## config.mk

```make
export PLATFORM = sky130hd
export DESIGN_NAME = apb4_bridge_q
export DESIGN_NICKNAME = d
export VERILOG_FILES = /design/src/rtl/apb4_bridge_q.sv
export SDC_FILE = /design/constraint.sdc
export NUM_CORES = 1
export LEC_CHECK = 0
export ABC_AREA = 1
export CORE_MARGIN = 3
export CORE_UTILIZATION = 25
export CTS_CLUSTER_SIZE = 25
export DETAILED_ROUTE_END_ITERATION = 12
export GPL_TIMING_DRIVEN = 0
export MAX_ROUTING_LAYER = met4
export PLACE_DENSITY = 0.44
export SETUP_SLACK_MARGIN = 0.3
export SLEW_MARGIN = 40
export SYNTH_ARGS = -nofsm -noshare
export SYNTH_HDL_FRONTEND = slang
export SYNTH_SLANG_ARGS = --single-unit
export TNS_END_PERCENT = 30
```

## constraint.sdc

```tcl
create_clock -name PCLK -period 8.8 [get_ports PCLK]
set_clock_uncertainty 0.05 [all_clocks]
set_input_delay 0.88 -clock PCLK [delete_from_list [all_inputs] [get_ports PCLK]]
set_output_delay 0.88 -clock PCLK [all_outputs]
set_load 0.01 [all_outputs]
```

## src/rtl/apb4_bridge_q.sv

```systemverilog
// Queued APB4 requester: a valid/ready request FIFO feeds a single SETUP/ACCESS engine that decodes
// the address into one of COMP completers and returns rdata/err on a valid/ready response port.
module apb4_bridge_q #(
    parameter int ADDR_WIDTH = 32,
    parameter int DATA_WIDTH = 32,
    parameter int COMP       = 4,
    parameter int IDX_LSB    = 12,
    parameter int DEPTH      = 4,
    parameter int TIMEOUT    = 16,
    localparam int STRB_WIDTH = DATA_WIDTH / 8,
    localparam int IDX_W      = $clog2(COMP)
) (
    input  logic                       PCLK,
    input  logic                       PRESETn,
    input  logic                       req_valid,
    output logic                       req_ready,
    input  logic                       req_write,
    input  logic [ADDR_WIDTH-1:0]      req_addr,
    input  logic [DATA_WIDTH-1:0]      req_wdata,
    input  logic [STRB_WIDTH-1:0]      req_strb,
    input  logic [2:0]                 req_prot,
    output logic                       rsp_valid,
    input  logic                       rsp_ready,
    output logic [DATA_WIDTH-1:0]      rsp_rdata,
    output logic                       rsp_err,
    output logic [COMP-1:0]            PSELx,
    output logic                       PENABLE,
    output logic                       PWRITE,
    output logic [ADDR_WIDTH-1:0]      PADDR,
    output logic [DATA_WIDTH-1:0]      PWDATA,
    output logic [STRB_WIDTH-1:0]      PSTRB,
    output logic [2:0]                 PPROT,
    input  logic [COMP-1:0]            PREADY,
    input  logic [COMP-1:0]            PSLVERR,
    input  logic [COMP*DATA_WIDTH-1:0] PRDATA
);

    localparam int PTR_W = $clog2(DEPTH);
    localparam int CNT_W = (TIMEOUT > 1) ? $clog2(TIMEOUT) : 1;

    typedef struct packed {
        logic                  write;
        logic [ADDR_WIDTH-1:0] addr;
        logic [DATA_WIDTH-1:0] wdata;
        logic [STRB_WIDTH-1:0] strb;
        logic [2:0]            prot;
    } req_t;

    typedef enum logic [1:0] {IDLE, SETUP, ACCESS, RESP} state_t;

    req_t                           fifo_mem [DEPTH];
    req_t                           req_in;
    req_t                           head;
    logic [PTR_W-1:0]               wr_ptr;
    logic [PTR_W-1:0]               rd_ptr;
    logic [PTR_W:0]                 count;
    logic [PTR_W:0]                 count_nxt;
    logic                           push;
    logic                           pop;
    logic                           hit;
    logic [IDX_W-1:0]               head_idx;
    logic [IDX_W-1:0]               idx_q;
    logic [CNT_W-1:0]               wait_cnt;
    state_t                         state;
    logic [COMP-1:0][DATA_WIDTH-1:0] prdata_a;

    assign req_in    = '{write: req_write, addr: req_addr, wdata: req_wdata, strb: req_strb, prot: req_prot};
    assign push      = req_valid && req_ready;
    assign pop       = (state == IDLE) && (count != '0);
    assign count_nxt = count + (PTR_W+1)'(push) - (PTR_W+1)'(pop);
    assign head      = fifo_mem[rd_ptr];
    assign head_idx  = head.addr[IDX_LSB +: IDX_W];
    // Any address bit above the index field set, or an index >= COMP, is a decode miss.
    assign hit       = (head.addr >> IDX_LSB) < ADDR_WIDTH'(COMP);
    assign prdata_a  = PRDATA;

    always_ff @(posedge PCLK) begin
        if (push) fifo_mem[wr_ptr] <= req_in;
    end

    always_ff @(posedge PCLK or negedge PRESETn) begin
        if (!PRESETn) begin
            wr_ptr    <= '0;
            rd_ptr    <= '0;
            count     <= '0;
            req_ready <= 1'b1;
        end else begin
            if (push) wr_ptr <= wr_ptr + 1'b1;
            if (pop)  rd_ptr <= rd_ptr + 1'b1;
            count     <= count_nxt;
            req_ready <= (count_nxt != (PTR_W+1)'(DEPTH));
        end
    end

    always_ff @(posedge PCLK or negedge PRESETn) begin
        if (!PRESETn) begin
            state     <= IDLE;
            idx_q     <= '0;
            wait_cnt  <= '0;
            PSELx     <= '0;
            PENABLE   <= 1'b0;
            PWRITE    <= 1'b0;
            PADDR     <= '0;
            PWDATA    <= '0;
            PSTRB     <= '0;
            PPROT     <= '0;
            rsp_valid <= 1'b0;
            rsp_rdata <= '0;
            rsp_err   <= 1'b0;
        end else begin
            case (state)
                IDLE: if (pop) begin
                    PWRITE   <= head.write;
                    PADDR    <= head.addr;
                    PWDATA   <= head.wdata;
                    PSTRB    <= head.write ? head.strb : '0;
                    PPROT    <= head.prot;
                    idx_q    <= head_idx;
                    wait_cnt <= '0;
                    if (hit) begin
                        PSELx <= COMP'(1) << head_idx;
                        state <= SETUP;
                    end else begin
                        rsp_valid <= 1'b1;
                        rsp_err   <= 1'b1;
                        rsp_rdata <= '0;
                        state     <= RESP;
                    end
                end
                SETUP: begin
                    PENABLE <= 1'b1;
                    state   <= ACCESS;
                end
                ACCESS: begin
                    if (PREADY[idx_q]) begin
                        PSELx     <= '0;
                        PENABLE   <= 1'b0;
                        rsp_valid <= 1'b1;
                        rsp_err   <= PSLVERR[idx_q];
                        rsp_rdata <= (!PWRITE && !PSLVERR[idx_q]) ? prdata_a[idx_q] : '0;
                        state     <= RESP;
                    end else if (TIMEOUT != 0 && wait_cnt == CNT_W'(TIMEOUT-1)) begin
                        PSELx     <= '0;
                        PENABLE   <= 1'b0;
                        rsp_valid <= 1'b1;
                        rsp_err   <= 1'b1;
                        rsp_rdata <= '0;
                        state     <= RESP;
                    end else begin
                        wait_cnt <= wait_cnt + 1'b1;
                    end
                end
                RESP: if (rsp_ready) begin
                    rsp_valid <= 1'b0;
                    rsp_rdata <= '0;
                    rsp_err   <= 1'b0;
                    state     <= IDLE;
                end
                default: state <= IDLE;
            endcase
        end
    end

endmodule

```

==> results by group <==
Status
  – Status: finished, final reports clean

Yosys
  – Compound-cell area share of the yosys netlist: 9.09%
  – Synthesized instance count: 1570
  – Dominant cell type by area after synthesis: edfxtp_1
  – Simple-gate share of the synthesized area: 16.9%
  – Post-synthesis sequential area ratio: 69.4%
  – Main combinational cell family by area after synthesis: simple AND/OR/NAND/NOR gates
  – Count of unique library cells instantiated by Yosys: 32
  – Synth top area cells: edfxtp_1, dfrtp_1, nor2_1
  – Multiplexer share of the synthesized area: 0%
  – Post-Synth Adder-Cell Area: 0.856%
  – Synthesized Nets: 1793
  – Synthesized area: 17000 um^2
  – XOR/XNOR share of the synthesized area: 0.310%
  – Register bit total from synthesis: 413
  – Share of the synthesized area in the top cell type: 51.0%
  – Synth warn: 0
  – Post-Syn Area per Cell: 10.8 um^2

Placement
  – Routability congestion estimate: 0.908
  – Placed inst area: 21900 um^2
  – # port buffers: 323
  – Hpwl dp: 43600 um

Flow run
  – Total of max-cap violations: 0

Route
  – # DRC: 0
  – Number of vias per cell: 4.45
  – Routed WL: 60200 um
  – First-iteration detailed-routing DRC count: 684
  – Detail Route Antenna Nets: 0
  – First drt pass iteration count: 5
  – DR vias: 12800
  – DR WL/cell: 20.9 um

Hold path
  – Worst Hold Class: input port to async pin

Layout
  – P&R area growth vs syn: 38.3%
  – Layout Nets: 2191
  – Fraction of layout cells with a size suffix above 1: 7.68%
  – Fill cells: 6648
  – Final non-filler cell area: 23500 um^2

GRT
  – Antenna violations before repair: 9
  – Pin count of the biggest net entering global routing: 56
  – Number of global-route vias before repair: 13100
  – First-pass GRT wire length: 87800 um
  – Total track usage: 17.2%
  – Gr ovfl total: 0

CTS
  – H-tree depth: 2
  – Post-CTS Setup Repair Bufs: 0
  – CTS tree: done
  – # resized after CTS: 0
  – CTS Hold Bufs: 0
  – Worst-path clk slew: 0.06 ns
  – CTS Buf Count: 48
  – Clock Path Buffers: 3
  – Clock sink count: 413
  – Worst-skew pair later-pin latency: 0.59 ns
  – Clock root cell: clkbuf_16

Floorplanning
  – Core Area: 66500 um^2
  – Die width: 266 um
  – Starting Density: 25.5%
  – Core Rows: 94
  – Die Span Y: 266 um
  – Die ar.: 71000 um^2
  – I/O pin cnt: 324

Worst setup path
  – CP Data Arrival Time: 4.15 ns
  – CP Cell Sequence: inv_1, ha_1, nand2_1, inv_2, clkbuf_1, ha_1, inv_1, ha_1, inv_1, fa_1, xnor2_1, xor2_1, inv_1, nand2_1
  – CP peak stage delay: 0.56 ns
  – FF-to-FF setup slack: 5.10 ns
  – CP Max Fanout: 10
  – RR Startpoint: state[1]$_DFFE_PN0P_
  – Data required, critical path: 9.26 ns
  – CP startpoint kind: flip-flop
  – Worst setup EP type: flip-flop
  – Critical path type: flip-flop to flip-flop
  – CP max stage cell: clkbuf_1
  – Stages on worst setup path: 14
  – Crit-path leading delay family: buffers and inverters
  – R2R cell count: 14
  – Worst R2R End: req_ready$_DFF_PN1_
  – Bufs and invs on worst path: 6
  – Most common cell on crit path: inv_1

Timing
  – Crit path time final: 3.70 ns
  – # setup viols final: 0
  – Endpoints failing hold: 0
  – Max Clk Rate: 271 MHz
  – Final Slew Violations: 0
  – RSZ-0062 raised after global routing: false
  – Final worst-path cycle share: 42.0%
  – Slew HR: 47.9%
  – Worst hold slack: 0.112 ns
  – Worst-margin pin slew: 0.782 ns
  – Setup_tns: 0 ns

Pwr
  – PD cells: 350 nW/um^2
  – Pwr Total: 8210 uW
  – Peak VDD IR: 144 uV
  – Pleak: 0.00879 uW
[flip-flops by register name, indices dropped and copies added, names as in the netlist]
register   count
count          3
PWRITE         1
rsp_valid      1
PPROT          3
req_ready      1
PSELx          4
PADDR         32
fifo_mem     288
wr_ptr         2
rd_ptr         2
rsp_err        1
wait_cnt       4
PSTRB          4
PENABLE        1
rsp_rdata     32
PWDATA        32
state          2
[worst max path at each step]
| stage | startpoint | endpoint | slack, ns |
|---|---|---|---|
| floorplan | req_valid | fifo_mem[0][0]$_DFFE_PP_ | 4.18 |
| CTS | state[1]$_DFFE_PN0P_ | req_ready$_DFF_PN1_ | 4.91 |
| global placement | req_valid | fifo_mem[1][22]$_DFFE_PP_ | 0.06 |
| detailed placement | state[0]$_DFFE_PN0P_ | req_ready$_DFF_PN1_ | 4.93 |
| finish | state[1]$_DFFE_PN0P_ | req_ready$_DFF_PN1_ | 5.10 |
| global route | state[1]$_DFFE_PN0P_ | req_ready$_DFF_PN1_ | 4.70 |
[cells by family (layout without fill, tap and decap cells)]
group	Yosys count	count (layout)
compound gates	289	289
other cells	0	9
buf+inv	123	559
simple gates	728	728
fa+ha+maj	11	11
xor+xnor	6	6
flops	413	413
[cell usage after synthesis, drive strengths merged]
| cell type | n |
|---|---|
| nand3 | 86 |
| fa | 1 |
| buf | 59 |
| nor2 | 390 |
| o22ai | 2 |
| a32o | 4 |
| a21oi | 39 |
| edfxtp | 288 |
| nand2 | 249 |
| nand4 | 1 |
| o31ai | 2 |
| or2 | 1 |
| xor2 | 4 |
| a31oi | 47 |
| dfrtp | 124 |
| nand3b | 1 |
| dfstp | 1 |
| inv | 28 |
| o21bai | 1 |
| xnor2 | 2 |
| o21ai | 193 |
| ha | 10 |
| o211ai | 1 |
| clkbuf | 36 |
[placed cells by master (no fill, tap or decap), drive strengths merged, types with 9 or more instances in the layout]
cell	count
a31oi	47
dfrtp	124
buf	85
clkbuf	102
o21ai	193
edfxtp	288
ha	10
nand3	86
diode	9
clkinv	15
nand2	249
nor2	390
a21oi	39
clkdlybuf4s50	322
inv	28
[report_power, final]
part           internal (uW)  switching (uW)  leakage, uW
clock network           1150             818     0.000746
logic                   1270            2150      0.00387
registers               2610             203      0.00417
total                   5030            3170      0.00879
[through the flow]
stage | util, % | worst slack, ns | std cells
after floorplan | - | 4.18 | 1570
after detailed placement | 32.9 | 4.93 | 2782
after global routing | 35.3 | 4.70 | 2879
after CTS | 35.3 | 4.91 | 2870
after global placement | 32.0 | 0.0613 | 2757
final | 35.3 | 5.10 | 2879
[final cells by class]
class                      count  area [um^2]  area share (%)
sequential                   413        11800            50.2
antenna                        9         22.5          0.0960
multi-input combinational   1034         4640            19.8
clock inverter                22          228           0.971
buffer                        95          467            1.99
timing repair buffer         348         3800            16.2
inverter                      28          105           0.448
clock buffer                  66         1330            5.67
tap                          864         1080            4.61
[layer usage]
layer | wire, um | GRT usage (%)
met3 | 4590 | 5.12
met1 | 24700 | 19.5
met5 | 0 | -
met2 | 29000 | 29.1
met4 | 1850 | 5.48
(Power assumes the default switching activity.)
==> patch (same flow settings) <==
Make the reset (`PRESETn`) synchronous in 2 clocked blocks.
--- a/src/rtl/apb4_bridge_q.sv
+++ b/src/rtl/apb4_bridge_q.sv
@@ -78,7 +78,7 @@
         if (push) fifo_mem[wr_ptr] <= req_in;
     end
 
-    always_ff @(posedge PCLK or negedge PRESETn) begin
+    always_ff @(posedge PCLK) begin
         if (!PRESETn) begin
             wr_ptr    <= '0;
             rd_ptr    <= '0;
@@ -92,7 +92,7 @@
         end
     end
 
-    always_ff @(posedge PCLK or negedge PRESETn) begin
+    always_ff @(posedge PCLK) begin
         if (!PRESETn) begin
             state     <= IDLE;
             idx_q     <= '0;
Check against the original RTL: differs if PRESETn is asserted again (counterexample within 4 cycles, from zero or initial values and one cycle with PRESETn low); with PRESETn held inactive, the same outputs for 4 cycles.
==> patch against the original RTL <==
  * Area after synthesis down 2.0%
  * Maximum frequency down 3.4%
  * Critical path depth unchanged
  * Routed wire length down 0.16%
  * Largest power group unchanged
  * Highest routed layer unchanged
  * Sequential cell count up 2
  * Combinational power down 20%
  * Via count up 3.5%
  * Cell count up 0.80%
  * Final area down 2.0%
  * Total power down 12%
  * Die area down 1.9%
  * Setup slack worse by 0.13 ns
  * Largest cell class unchanged
==> patch: results (changes against the original RTL) <==
{| class="wikitable"
! Metric !! Value
|-
| Via total after detailed routing || 13261 (+3.5%)
|-
| Cell area reported after detailed placement || 0.0214 sq mm (-2.0%)
|-
| Met1 routed wirelength after detailed routing || 26200 microns (+6.0%)
|-
| Sequential cell area || 0.0112 sq mm (-5.0%)
|-
| Global-route wire length before repair || 89100 microns (+1.5%)
|-
| Static leakage || 8.17 nW (-7.0%)
|-
| Highest ir drop seen on vdd || 0.000176 V (+22%)
|-
| Number of nets in the synthesized netlist || 1832 (+2.2%)
|-
| CTS sink cnt || 415 (+0.48%)
|-
| Met2 WL || 28600 microns (-1.2%)
|-
| Status || complete, no violations
|-
| Filler Cell Count || 6552 (-1.4%)
|-
| Placer congestion estimate || 0.868 (-4.4%)
|-
| Synthesized instance count || 1609 (+2.5%)
|-
| Max transition margin || 45.7% (-2.2 points)
|-
| GRT Util Overall || 17.3% (+0.12 points)
|-
| Met2 layer usage reported by global route || 28.8% (-0.26 points)
|-
| Clock network area share || 6.67% (+0.029 points)
|-
| Largest cells by area after synthesis || sky130_fd_sc_hd__edfxtp_1 52%, sky130_fd_sc_hd__dfxtp_1 15%, sky130_fd_sc_hd__nor2_1 7.2%
|-
| Final Hold Slack || 0.425 ns (+0.313 ns)
|-
| Synth async-reset ratio || 0% (-30 points)
|-
| Pin count of the biggest net entering global routing || 16 (-71%)
|-
| Multi-input gate count || 1049 (+1.5%)
|-
| Metal3 WL || 4100 microns (-11%)
|-
| Average wire length per cell after detail routing || 20.7 microns (-0.96%)
|-
| Drt first-iter violations || 794 (+16%)
|-
| Count of nets after finishing || 2227 (+1.6%)
|-
| Hold Path Class || reg2reg
|-
| Antenna diode count || 5 (-4)
|-
| Global routing met3 resource utilization || 4.31% (-0.80 points)
|-
| Portion of the post-synthesis area used by sequential elements || 67.3% (-2.1 points)
|-
| Largest stage delay on the critical path || 0.59 ns (+0.03 ns)
|-
| Setup slack of the critical path after layout || 4.97 ns (-0.128 ns)
|-
| Final core occ || 35.3% (-0.035 points)
|-
| Setup slack of the worst register-to-register path || 4.97 ns (-0.13 ns)
|-
| Met1 routing resource usage after global routing || 21.3% (+1.8 points)
|-
| Setup violations, final || 0 (unchanged)
|-
| Count of different cell masters after synthesis || 34 (+6.3%)
|-
| Number of placed instances with taps included || 2810 (+1.0%)
|-
| Critical path origin || state[0]
|-
| Vias in the first global route || 13539 (+3.1%)
|-
| Wirelength, routed || 60100 microns (-0.16%)
|-
| Area used by multi-input combinational logic || 0.00484 sq mm (+4.2%)
|-
| Total of plain and repair buffers excluding clock buffers || 456 (+2.9%)
|-
| Number of buffers created by CTS || 47 (-2.1%)
|-
| Buffering overhead || 18.3% (+0.073 points)
|-
| Data arrival time of the critical path || 4.24 ns (+0.09 ns)
|-
| Post-detail-place hpwl || 43300 microns (-0.59%)
|-
| Post-synth top cells || 317 x sky130_fd_sc_hd__nor2_1, 288 x sky130_fd_sc_hd__edfxtp_1, 237 x sky130_fd_sc_hd__o21ai_0
|}
patch: cell types whose count changed after synthesis, moves of 23 or more:
cell / unedited run / this run
sky130_fd_sc_hd__nand2_1: 247 / 224
sky130_fd_sc_hd__dfxtp_1: 0 / 127
sky130_fd_sc_hd__o21ai_0: 170 / 237
sky130_fd_sc_hd__o22ai_1: 2 / 34
sky130_fd_sc_hd__dfrtp_1: 124 / 0
sky130_fd_sc_hd__a21oi_1: 39 / 79
sky130_fd_sc_hd__nor2_1: 388 / 317
sky130_fd_sc_hd__o21ai_1: 23 / 0
sky130_fd_sc_hd__clkbuf_1: 36 / 69
patch: where the power goes:
group	leakage [nW]	internal [mW]	total, mW	switching [mW]
logic	3.73	0.995	2.73	1.74
registers	3.69	2.42	2.57	0.147
clock network	0.748	1.15	1.94	0.793
total	8.17	4.57	7.24	2.68
patch: cell families after synthesis:
kind of cell,synth area share [%]
flops,67.3
simple gates,15.0
buf+inv,3.77
fa+ha+maj,0.873
compound gates,13.0
xor+xnor,0.105
